<file path="config.mk">
export PLATFORM = sky130hd
export DESIGN_NAME = barret_reduce_pipe
export DESIGN_NICKNAME = d
export VERILOG_FILES = /design/src/rtl/barret_reduce_pipe.sv
export SDC_FILE = /design/constraint.sdc
export NUM_CORES = 1
export LEC_CHECK = 0
export ABC_CLOCK_PERIOD_IN_PS = 12800
export CORE_ASPECT_RATIO = 0.6
export CORE_MARGIN = 10
export CORE_UTILIZATION = 44
export CTS_CLUSTER_SIZE = 8
export DETAILED_ROUTE_END_ITERATION = 7
export GPL_ROUTABILITY_DRIVEN = 0
export SLEW_MARGIN = 0
export SYNTH_ARGS = -nofsm -noshare
export SYNTH_HDL_FRONTEND = slang
export SYNTH_SLANG_ARGS = --single-unit
</file>
<file path="constraint.sdc">
create_clock -name clk -period 12.8 [get_ports clk]
set_input_delay 1.28 -clock clk [delete_from_list [all_inputs] [get_ports clk]]
set_output_delay 1.28 -clock clk [all_outputs]
set_load 0.02 [all_outputs]
</file>
<file path="src/rtl/barret_reduce_pipe.sv">
// Streaming three-stage Barrett reducer: dout_r = din_a mod Q for any din_a < 2^(2*QW).
// Define BARRET_RANGE_CHECK_EN to flag inputs din_a >= Q*Q on dout_err; otherwise dout_err is 0.
module barret_reduce_pipe #(
    parameter int unsigned Q  = 2239,
    parameter int unsigned QW = 12,
    parameter int unsigned TW = 4
) (
    input  logic            clk,
    input  logic            rst_n,
    input  logic            din_valid,
    output logic            din_ready,
    input  logic [2*QW-1:0] din_a,
    input  logic [TW-1:0]   din_tag,
    output logic            dout_valid,
    input  logic            dout_ready,
    output logic [QW-1:0]   dout_r,
    output logic [TW-1:0]   dout_tag,
    output logic            dout_err
);

    localparam logic [2*QW:0] POW2 = (2*QW+1)'(1'b1) << (2*QW);
    localparam logic [2*QW:0] MU   = POW2 / (2*QW+1)'(Q);
    localparam logic [QW+1:0] Q1   = (QW+2)'(Q);
    localparam logic [QW+1:0] Q2   = Q1 << 1;
`ifdef BARRET_RANGE_CHECK_EN
    localparam logic [2*QW-1:0] QQ = (2*QW)'(Q) * (2*QW)'(Q);
`endif

    logic            v1_q, v1_d, v2_q, v2_d, v3_q, v3_d;
    logic [QW+1:0]   a1_q, a1_d, t1_q, t1_d, r2_q, r2_d;
    logic [TW-1:0]   tag1_q, tag1_d, tag2_q, tag2_d, dout_tag_q, dout_tag_d;
    logic            err1_q, err1_d, err2_q, err2_d, dout_err_q, dout_err_d;
    logic [QW-1:0]   dout_r_q, dout_r_d;
    logic            adv_s, err_s;
    logic [3*QW:0]   qh_s;
    logic [QW+1:0]   tq_s, rr_s;

    // Datapath arithmetic; the remainder only needs QW+2 bits since it is below 3Q.
    always_comb begin
        adv_s = ~v3_q | dout_ready;
        qh_s  = (3*QW+1)'(din_a[2*QW-1:QW]) * (3*QW+1)'(MU);
        tq_s  = t1_q * Q1;
`ifdef BARRET_RANGE_CHECK_EN
        err_s = (din_a >= QQ);
`else
        err_s = 1'b0;
`endif
        if (r2_q >= Q2) begin
            rr_s = r2_q - Q2;
        end else if (r2_q >= Q1) begin
            rr_s = r2_q - Q1;
        end else begin
            rr_s = r2_q;
        end
    end

    // Next-state: the whole pipe advances together or holds together.
    always_comb begin
        if (adv_s) begin
            v1_d       = din_valid;
            a1_d       = din_a[QW+1:0];
            t1_d       = (QW+2)'(qh_s >> QW);
            tag1_d     = din_tag;
            err1_d     = err_s;
            v2_d       = v1_q;
            r2_d       = a1_q - tq_s;
            tag2_d     = tag1_q;
            err2_d     = err1_q;
            v3_d       = v2_q;
            dout_r_d   = QW'(rr_s);
            dout_tag_d = tag2_q;
            dout_err_d = err2_q;
        end else begin
            v1_d       = v1_q;
            a1_d       = a1_q;
            t1_d       = t1_q;
            tag1_d     = tag1_q;
            err1_d     = err1_q;
            v2_d       = v2_q;
            r2_d       = r2_q;
            tag2_d     = tag2_q;
            err2_d     = err2_q;
            v3_d       = v3_q;
            dout_r_d   = dout_r_q;
            dout_tag_d = dout_tag_q;
            dout_err_d = dout_err_q;
        end
    end

    // Pipeline registers.
    always_ff @(posedge clk or negedge rst_n) begin
        if (!rst_n) begin
            v1_q       <= 1'b0;
            a1_q       <= '0;
            t1_q       <= '0;
            tag1_q     <= '0;
            err1_q     <= 1'b0;
            v2_q       <= 1'b0;
            r2_q       <= '0;
            tag2_q     <= '0;
            err2_q     <= 1'b0;
            v3_q       <= 1'b0;
            dout_r_q   <= '0;
            dout_tag_q <= '0;
            dout_err_q <= 1'b0;
        end else begin
            v1_q       <= v1_d;
            a1_q       <= a1_d;
            t1_q       <= t1_d;
            tag1_q     <= tag1_d;
            err1_q     <= err1_d;
            v2_q       <= v2_d;
            r2_q       <= r2_d;
            tag2_q     <= tag2_d;
            err2_q     <= err2_d;
            v3_q       <= v3_d;
            dout_r_q   <= dout_r_d;
            dout_tag_q <= dout_tag_d;
            dout_err_q <= dout_err_d;
        end
    end

    assign din_ready  = adv_s;
    assign dout_valid = v3_q;
    assign dout_r     = dout_r_q;
    assign dout_tag   = dout_tag_q;
    assign dout_err   = dout_err_q;

endmodule

</file>
After elaboration in Yosys (flattened, before gate mapping):

Cells that the tools add are included.

* add/subtract/negate cells: 3
* multipliers: 2
* $lt $le $gt $ge: 2
* muxes and demuxes: 2
* bitwise logic cells: 2

Operators with widths (count)
* multiplier 12 x 13 -> 25 bit (second input constant): 1
* 2-to-1 mux 12 bit: 2
* greater-or-equal comparator 14 x 12 -> 1 bit (second input constant): 1
* greater-or-equal comparator 14 x 13 -> 1 bit (second input constant): 1
* multiplier 13 x 12 -> 14 bit (second input constant): 1
* subtractor 14 bit: 1
* subtractor 12 bit (second input constant): 1
* subtractor 12 x 9 -> 12 bit (second input constant): 1
* inverter 1 bit: 1
* bitwise OR 1 bit: 1

* flip-flop bits (word level): 68
* bits of input ports: 32
* output and inout bits: 19
* logic and storage cells: 21

Longest topological paths before layout:

* depth after elaboration: 3
* gate-level depth with buffers: 18
* gate-level depth less buffers: 18

Least setup slack after synthesis:

Ideal clock, no wire load.

* path kind: input to register
* start: in din_a[15]
* end: reg t1_q[8]
* setup time: 0.135 ns
* arrival time: 5.262 ns
* data required time: 12.665 ns
* setup slack: 7.403 ns
* cell stages on the path: 16
* path buffers: 0
* cells stage by stage: fa_1 > inv_1 > fa_1 > inv_1 > ha_1 > fa_1 > inv_1 > fa_1 > inv_1 > ha_1 > and3_1 > and3b_1 > or2_2 > a311oi_1 > xor2_1 > o21ai_0

* longest elaborated chain between the ends: 1

Ends and longest elaborated chain
* start: declaration: line 12 `input logic [2*QW-1:0] din_a,`
* multiplier 12 x 13 -> 25 bit: line 41 `qh_s = (3*QW+1)'(din_a[2*QW-1:QW]) * (3*QW+1)'(MU);`
* end signal: assignment: line 109 `t1_q <= t1_d;`
* end: declaration: line 30 `logic [QW+1:0] a1_q, a1_d, t1_q, t1_d, r2_q, r2_d;`

Every way passes these cells.
A chain may end at the register's enable or synchronous reset.

Worst setup path in the final report:

* start: in din_a[23]
* end: reg t1_q[8]

The elaborated chain is that of the path after synthesis.

==> out/qor.csv <==
metric;value;unit
status;finished clean;
synth_edf_count;0;
synthArstFlopShare;100;%
timing.rr.start;t1_q[4];
fillCellCount;1756;
antenna_cells;0;
drc_errors;0;
groute.usage.overall;14.0;%
r2r_end;r2_q[11];
critPathMaxFanout;7;
ys_seq_elements;68;
htree_num_levels;3;
yosysUniqueCellTypes;60;
fin_crit_sh;46.3;%
antenna_found_initial;0;
required;13.00;ns
cts_tree;built;
hp-start;v2_q;
portBuffers;49;
hold-path-endpoint;dout_valid;
whs_path_depth;1;
finalHoldViolations;0;
root_buffer;clkbuf_16;
multiInputGateArea;0.00552;mm²
dominantRegCellSynth;dfrtp_1;
wl;16600;µm
crit_path_end_kind;flop;
startpoint_type;primary input;
drtAntennaViolNets;0;
finalClockSkew;0.00941;ns
arrival;6.13;ns
rows;38;
syn_area;0.00805;mm²
dpl.hpwl;13400;µm
fin_setup_tns;0;ns
die_h;125;µm
detail_route.vias_per_cell;4.70;
cts_hold_buf;0;
drtPass1Iterations;4;
cts_inserted_buffers;9;
insertion_delay;0.34;ns
coreArea;0.0180;mm²
grt-ovfl-total;0;
grt_pass1_wl;28200;µm
fin_nets;1160;
initial_core_util;44.7;%
ys_seq_area_share;21.1;%
synthCells;865;
path_clk_slew;0.06;ns
wl_per_cell;14.5;µm
fmax;169;MHz
reg2regPathDepth;16;
tightest_slew;0.909;ns
dieArea;0.0243;mm²
drt_iter0_markers;217;
syn2layout_area_growth;12.6;%
postCtsSetupBuffers;0;
setup_viol;0;
vias;5414;
synthesis.nets;1119;
clock_sinks;68;
rrSetupSlack;7.71;ns
ctsLongestPathBuffers;2;
grt_max_degree;75;
drv_slew;0;
slew_headroom;39.4;%
critPathKind;in -> reg;
io_pins;51;
synth_warnings;0;
die_x;195;µm
regArea;0.00170;mm²
grt_pass1_vias;5257;
rsz0062_at_grt;false;
cts_resized;0;
min_period;5.93;ns
cap_violations;0;
hp-class;reg -> reg;
drive_above_1_share;3.84;%
syn_avg_cell_area;9.30;µm²
synth_stat cells (all sizes together), types with 3 or more instances:
library cell | number | share of area (%)
and2 | 3 | 0.26
o22ai | 5 | 0.39
fa | 83 | 21
nand3 | 7 | 0.50
nand2 | 119 | 5.6
nor3 | 4 | 0.25
xor2 | 15 | 1.6
nor2b | 4 | 0.31
and3 | 4 | 0.31
xnor2 | 28 | 3.0
inv | 180 | 8.4
o211ai | 4 | 0.37
nand2b | 3 | 0.23
buf | 8 | 0.79
a211o | 3 | 0.33
nor3b | 3 | 0.28
clkbuf | 14 | 1.2
o31ai | 4 | 0.37
nor2 | 34 | 1.6
ha | 139 | 22
dfrtp | 68 | 21
a21oi | 39 | 2.5
o21ai | 34 | 2.1
o21a | 5 | 0.47
a21o | 8 | 0.75
or3 | 6 | 0.53
a211oi | 6 | 0.56
flip-flops by register name (all words and copies together), names as in the netlist:
register / count
tag2_q: 4
v1_q: 1
tag1_q: 4
r2_q: 14
v2_q: 1
t1_q: 13
a1_q: 14
dout_valid: 1
dout_r: 12
dout_tag: 4
worst max path at each step:
stage / startpoint / endpoint / slack [ns] / cells after the start
after floorplan: din_a[15] / t1_q[8] / 7.40 / 16
after global placement: din_a[15] / t1_q[8] / 6.65 / 17
after detailed placement: din_a[15] / t1_q[8] / 6.57 / 17
after CTS: din_a[23] / t1_q[8] / 6.93 / 18
after global routing: din_a[23] / t1_q[8] / 6.55 / 18
final: din_a[23] / t1_q[8] / 6.87 / 18
stage by stage:
stage | setup WS (ns) | std cells | instance area (µm²) | hold WS (ns) | utilization (%)
final | 6.87 | 1151 | 9060 | 0.462 | 50.3
after global routing | 6.55 | 1151 | 9060 | 0.490 | 50.3
after CTS | 6.93 | 1151 | 9060 | 0.468 | 50.3
after detailed placement | 6.57 | 1135 | 8710 | 0.456 | 48.3
after global placement | 6.65 | 1135 | 8710 | 0.443 | 48.3
after floorplan | 7.40 | 865 | 8050 | 0.430 | -
cell usage in the layout (no fill, tap or decap), types with 3 or more instances in the layout:
master           instances
inv_1                  179
ha_1                   139
nand2_1                119
fa_1                    83
dfrtp_1                 68
clkdlybuf4s50_1         48
a21oi_1                 38
nor2_1                  34
o21ai_0                 34
xnor2_1                 28
xor2_1                  15
clkbuf_16                9
a21o_1                   8
a211oi_1                 6
nand3_1                  6
o21a_1                   5
or3_1                    5
o22ai_1                  5
o211ai_1                 4
o31ai_1                  4
nor3_1                   4
and3_1                   4
buf_4                    4
a211o_1                  3
nor2b_1                  3
nor3b_1                  3
nand2b_1                 3
bufinv_16                3
kinds of logic after synthesis:
group                      Yosys count  synth area share (%)
adders and majority gates          222                  42.3
other                                1                0.0466
and+or+nand+nor                    199                  11.0
DFF                                 68                  21.1
xor gates and xnor gates            43                  4.68
buffers and inverters              202                  10.3
AOI/OAI and AO/OA                  127                  10.1
muxes                                3                 0.404
worst max-delay path: stages:
cell             delay [ns]
clkdlybuf4s50_1        0.66
ha_1                   0.27
xor2_1                 0.24
ha_1                   0.20
a21oi_1                0.08
fa_1                   0.56
inv_1                  0.06
fa_1                   0.53
inv_1                  0.05
fa_1                   0.53
inv_1                  0.04
ha_1                   0.32
and3_1                 0.20
and3b_1                0.18
or2_2                  0.34
a311oi_1               0.32
xor2_1                 0.17
o21ai_0                0.09
metal layers:
metal	global-route usage, %	up-vias	share of wire, %
li1	-	2828	-
met1	23.6	2481	59
met2	16.3	101	34
met3	3.71	4	6.6
met4	2.84	0	0.43
met5	0	-	0
layout make-up:
cell class,instances,area share (%)
clock buffer,10,2.64
clock inverter,6,1.23
tap,240,3.31
inverter,180,7.46
sequential,68,18.8
multi-input combinational,595,60.9
timing repair buffer,52,5.64
Power is left out: the tool's default activity adds up to more than one toggle a clock period on the data nets, which glitch-free logic cannot reach.
